**src/rtl/cdb_rr_arbiter.sv**
```systemverilog
// Common-data-bus arbiter: round-robin selection among EU_N result channels
// into a single registered CDB slot with consumer backpressure and flush.
module cdb_rr_arbiter #(
  parameter int unsigned EU_N        = 8,
  parameter int unsigned ROB_IDX_LEN = 3,
  parameter int unsigned XLEN        = 64,
  parameter int unsigned EXCEPT_LEN  = 5,
  localparam int unsigned W          = ROB_IDX_LEN + XLEN + 1 + EXCEPT_LEN,
  localparam int unsigned SRC_W      = (EU_N > 1) ? $clog2(EU_N) : 1
) (
  input  logic                clk_i,
  input  logic                rst_i,
  input  logic                flush_i,
  input  logic [EU_N-1:0]     eu_valid_i,
  output logic [EU_N-1:0]     eu_ready_o,
  input  logic [EU_N*W-1:0]   eu_data_i,
  input  logic                rob_ready_i,
  output logic                cdb_valid_o,
  output logic [W-1:0]        cdb_data_o,
  output logic [SRC_W-1:0]    cdb_src_o
);

  logic [SRC_W-1:0] last_gnt;
  logic [SRC_W-1:0] gnt_idx;
  logic [SRC_W-1:0] srch_idx;
  logic [EU_N-1:0]  gnt_vec;
  logic             gnt_found;
  logic             grant_en;
  logic [W-1:0]     payload [EU_N];

  // Unpack the flat channel bus into per-channel payloads.
  for (genvar k = 0; k < EU_N; k++) begin : g_unpack
    assign payload[k] = eu_data_i[k*W +: W];
  end

  // A grant may be issued only when the slot is empty or being drained this cycle.
  assign grant_en = (!cdb_valid_o || rob_ready_i) && !flush_i && !rst_i;

  // Rotating priority search starting one past the last winner, wrapping modulo EU_N.
  always_comb begin
    gnt_vec   = '0;
    gnt_idx   = '0;
    gnt_found = 1'b0;
    srch_idx  = '0;
    for (int unsigned i = 1; i <= EU_N; i++) begin
      srch_idx = SRC_W'((32'(last_gnt) + i) % EU_N);
      if (!gnt_found && eu_valid_i[srch_idx]) begin
        gnt_found         = 1'b1;
        gnt_idx           = srch_idx;
        gnt_vec[srch_idx] = 1'b1;
      end
    end
  end

  assign eu_ready_o = grant_en ? gnt_vec : '0;

  // CDB slot and round-robin pointer; flush empties the slot and freezes the pointer.
  always_ff @(posedge clk_i or posedge rst_i) begin
    if (rst_i) begin
      cdb_valid_o <= 1'b0;
      cdb_data_o  <= '0;
      cdb_src_o   <= '0;
      last_gnt    <= SRC_W'(EU_N - 1);
    end else if (flush_i) begin
      cdb_valid_o <= 1'b0;
    end else if (grant_en && gnt_found) begin
      cdb_valid_o <= 1'b1;
      cdb_data_o  <= payload[gnt_idx];
      cdb_src_o   <= gnt_idx;
      last_gnt    <= gnt_idx;
    end else if (rob_ready_i) begin
      cdb_valid_o <= 1'b0;
    end
  end

endmodule

```
**config.mk**
```make
export PLATFORM = sky130hd
export DESIGN_NAME = cdb_rr_arbiter
export DESIGN_NICKNAME = d
export VERILOG_FILES = /design/src/rtl/cdb_rr_arbiter.sv
export SDC_FILE = /design/constraint.sdc
export NUM_CORES = 1
export LEC_CHECK = 0
export BUFFER_PORTS_ARGS = -buffer_cell sky130_fd_sc_hd__buf_2
export CAP_MARGIN = 15
export CORE_AREA = 5 5 259 261
export CTS_BUF_LIST = sky130_fd_sc_hd__clkbuf_16
export CTS_CLUSTER_DIAMETER = 50
export DETAILED_ROUTE_END_ITERATION = 8
export DIE_AREA = 0 0 264 266
export GPL_TIMING_DRIVEN = 0
export PLACE_DENSITY = 0.39
export SLEW_MARGIN = 20
export SYNTH_ARGS = -nofsm -noshare
export SYNTH_HDL_FRONTEND = slang
export SYNTH_SLANG_ARGS = --single-unit
```
**constraint.sdc**
```tcl
create_clock -name clk_i -period 5.6 [get_ports clk_i]
set_input_delay 0.56 -clock clk_i [delete_from_list [all_inputs] [get_ports clk_i]]
set_output_delay 0.56 -clock clk_i [all_outputs]
set_load 0.05 [all_outputs]
```
---- Word-level counts from Yosys, hierarchy flattened ----
Index checks and enable logic that the tools add are counted.
storage, ports and cells
  output and inout bits ................... 85
  flip-flop bits (word level) ............. 80
  bits of input ports ..................... 596
cells by class
  reduce and logical (&&, ||, !) cells .... 31
  magnitude comparators ................... 17
  $add $sub $neg .......................... 8
  bitwise operators ....................... 9
  multiplexer cells ....................... 63
operators with widths
  operator                                              count
  binary-select mux 73 bit (select 3 bit)               1
  two-way mux 73 bit                                    2
  two-way mux 8 bit                                     9
  bitwise OR 8 bit                                      7
  < comparator 3 x 4 -> 1 bit (second input constant)   8
  two-way mux 1 bit                                     27
  binary-select mux 1 bit (select 3 bit)                8
  demux 1 bit (select 3 bit)                            8
  >= comparator 3 x 1 -> 1 bit (second input constant)  8
  two-way mux 3 bit                                     8
  logical AND 1 bit                                     18
  adder 3 bit (second input constant)                   4
  zero test 1 bit                                       10
  adder 3 x 1 -> 3 bit (second input constant)          2
  adder 3 x 2 -> 3 bit (second input constant)          2
  >= comparator 4 bit (second input constant)           1
  NOT 3 -> 4 bit                                        1
  nonzero test 3 bit                                    1
  AND reduction 2 bit                                   1
  logical OR 1 bit                                      1
  NOT 1 bit                                             1

---- Longest topological paths before layout ----
  depth after elaboration ................. 29
  depth in mapped cells ................... 18
  mapped depth without buffers ............ 11

---- Least setup slack after synthesis ----
No wires, ideal clock.
  kind .................................... reg2out
  start point ............................. reg last_gnt[0]
  end point ............................... out eu_ready_o[4]
  data required time ...................... 5.040 ns
  cell stages (with the launch flop) ...... 14
  arrival time ............................ 4.629 ns
  path slack .............................. 0.411 ns
  path through ............................ dfstp_2 > clkbuf_1 > inv_1 > buf_1 > ha_1 > buf_2 > mux2_2 > mux4_2 > and4bb_4 > nand3_2 > mux2i_1 > mux2i_1 > and2_1 > a211oi_1
between the ends
  word-level cells in the longest chain between the ends .. 26
RTL lines
  what                                                                                  line  RTL
  from (decl)                                                                           23    logic [SRC_W-1:0] last_gnt;
  from (signal assigned)                                                                63    last_gnt <= SRC_W'(EU_N - 1);
  from (signal assigned)                                                                70    last_gnt <= gnt_idx;
  parallel branches: the longest is 24 deep, another holds < comparator 3 x 4 -> 1 bit  --
  two-way mux 8 bit (*)                                                                 47    if (!gnt_found && eu_valid_i[srch_idx]) begin
  two-way mux 8 bit (*)                                                                 55    assign eu_ready_o = grant_en ? gnt_vec : '0;
  to (decl)                                                                             15    output logic [EU_N-1:0] eu_ready_o,
Mark *: on every way between the ends. The select of a mux whose other input is x is not followed.

---- Worst setup path after layout ----
Ends and elaborated chain as after synthesis.

==> results.toml <==
[die]
die_h_microns = 266
area_of_the_die_sq_um = 70200
die_w_microns = 264
start_util_pct = 15.1
coreArea_sq_um = 64200
io_pins = 681
number_of_rows_created_at_floorplan = 93

[finish]
layout.cells.most_common = "buf_2"
final_cell_area_sq_um = 14600
layout.cells.most_common_list = "buf_2, mux2i_1, mux2_2, inv_1, dfrtp_1"
layout-area-overhead-vs-synth_pct = 50.2
fin_util_pct = 22.7
layout-drive-gt1-share_pct = 59.3
multi_input_area_sq_um = 6870
final_nets = 2196
fill_cells = 7118
sequential_cell_area_sq_um = 2010

[timing]
clock_skew_ns = 0.0130
maxClockFrequency_ghz = 0.193
period_utilization_pct = 92.7
report.final.slew_viol_count = 0
finish_stage_setup_viols = 0
final_hold_viol_count = 0
post-route-min-period_ns = 5.19
worst-slew-pin-transition_ns = 0.957
relSlewSlack_pct = 36.2
grt_setup_unrepaired = "false"

[critical_path]
worst_path_max_delay_cell = "dfstp_2"
rr_worst_depth = 15
critical_path_buf_inv_count = 4
worst-endpoint-arrival_ns = 4.63
timing.critical_path.depth = 13
setup.worst_path.class = "reg -> out"
worst-path-max-fanout = 10
crit_path_max_incr_delay_ns = 0.66
timing.critical_path.cells = "inv_1, buf_1, ha_1, buf_2, mux2_1, mux4_2, and4bb_4, nand3_2, mux2i_1, mux2i_1, and2_1, a211oi_1, buf_2"
critPathRequiredTime_ns = 5.04
startpoint_type_of_the_worst_setup_path = "register"
cp_top_family = "multiplexers"
critical_path.endpoint_type = "output pin"

[yosys]
avgSynthCellArea_sq_um = 10.8
synthesis.nets = 1501
ys_seq_area_share_pct = 20.6
post_synth_inst_count = 899
synth-edff-count = 0
synth_ff_type = "dfrtp_1"
synthesis.area_sq_um = 9730
synth_cell_types = 52
asyncSetResetFlopFracSynth_pct = 100
yosys_register_bits = 80
yosysWarnings = 0

[placement]
dp.final_hpwl_microns = 47800
placement.io_buffers = 680
gp_routability_congestion = 0.922
postPlaceCellArea_sq_um = 14300

[clock_network]
cts_max_path_buffers = 2
clk_pin_slew_ns = 0.07
cts.root.buffer_cell = "clkbuf_16"
cts_made_buffers = 9
tritoncts_clock_tree = "built"
tritoncts_num_sinks = 80
h-tree-depth = 3
insertion_delay_ns = 0.38

[global_route]
total_congestion_overflow = 0
grt_max_degree = 46
antenna_found_initial = 10
grtUsageTotal_pct = 15.1
wire_length_of_the_first_global_routing_pass_microns = 78800
grt_pass1_vias = 11500

[detailed_routing]
drc = 0
route.final.wire_length_microns = 56300
dr.first_iter.drc_count = 419
route.antenna.remaining_nets = 0
detailed_routing_iterations_pass_1 = 5
num_vias = 10200
routed_wire_length_per_instance_microns = 22.9
vias_per_cell = 4.16

[power]
power_density_nw_per_um2 = 960
static_power_due_to_leakage_nw = 7.62
power.ir.vdd_worst_v = 0.000392

[status]
run_status = "completed"

[run]
max-cap-violations = 0

[hold_path]
worst_hold_path_type = "in -> async"
[sequential cells by signal, indices dropped and copies added, names as in the netlist]
signal / flops
cdb_valid_o: 1
cdb_data_o: 73
cdb_src_o: 3
last_gnt: 3
[Yosys cell counts (3+ instances only)]
cell type | n | area share [%]
a221oi_2 | 73 | 11
a22oi_1 | 6 | 0.46
nor2_1 | 10 | 0.39
ha_1 | 6 | 0.77
inv_1 | 79 | 3.0
buf_4 | 12 | 0.93
dfstp_2 | 3 | 0.81
mux4_2 | 10 | 2.3
buf_2 | 24 | 1.2
o21ai_0 | 5 | 0.26
a211oi_1 | 5 | 0.39
clkbuf_1 | 17 | 0.66
buf_6 | 26 | 3.0
nand2_1 | 20 | 0.77
mux2_2 | 81 | 9.4
dfrtp_1 | 77 | 20
a21oi_1 | 7 | 0.36
nand3_1 | 5 | 0.26
a22o_1 | 75 | 6.8
a21o_1 | 3 | 0.23
mux2i_1 | 313 | 32
and2_1 | 5 | 0.32
[cells by family (layout without fill, tap and decap cells)]
group,count (synthesis),in the layout,synth area share (%)
fa+ha+maj,6,6,0.772
mux,407,407,44.4
other cells,0,2,0
simple gates,51,51,2.84
compound gates,191,191,22.0
xor+xnor,4,4,0.437
flops,80,80,20.6
buf+inv,160,860,8.95
[metrics by stage]
stage / TNS [ns] / cells / hold slack (ns) / setup slack, ns / power, mW
6_report: 0 / 2456 / 0.177 / 0.407 / 14.0
5_1_grt: 0 / 2454 / 0.194 / 0.0789 / 14.9
3_3_place_gp: -42.92 / 2434 / 0.470 / -0.962 / 13.5
2_1_floorplan: 0 / 899 / 0.668 / 0.411 / 10.1
3_5_place_dp: -6.09 / 2438 / 0.495 / -0.422 / 13.6
4_1_cts: 0 / 2455 / 0.162 / 0.0135 / 14.3
[final cells by class]
cell class	count	share of cell area (%)
plain buffers	79	3.89
inverters	80	2.09
diodes	2	0.0343
clock buffers	9	1.54
repair buffers	685	23.9
clock inverters	7	0.437
flip-flops and latches	80	13.7
multi-input cells	659	47.0
well taps	855	7.32
[report_power, final]
group | total (mW) | switching (mW) | internal (mW)
clock network | 0.642 | 0.300 | 0.342
registers | 1.05 | 0.166 | 0.882
logic | 12.3 | 7.15 | 5.19
total | 14.0 | 7.62 | 6.41
[final timing paths]
path / start / to / slack, ns
max: last_gnt[0] / eu_ready_o[4] / 0.41
min: rst_i / cdb_valid_o / 0.18
min reg2reg: cdb_src_o[0] / cdb_src_o[0] / 0.50
max in group asynchronous: rst_i / cdb_data_o[16] / 4.81
min in group clk_i: flush_i / cdb_valid_o / 0.39
max reg2reg: last_gnt[0] / cdb_data_o[51] / 0.44
[routing by layer]
layer	global-route usage, %	wire, microns
met5	0	13
met4	4.17	1180
met3	2.77	3330
met2	27.9	29100
met1	18.0	22700
[timing repair]
item	4_1_cts	5_1_grt
hold buffers	0	0
buffers inserted	1	0
resized for setup	3	1
gates cloned	0	0
endpoints found under the setup margin	33	39
pin swaps	1	0
(Power assumes the default switching activity.)
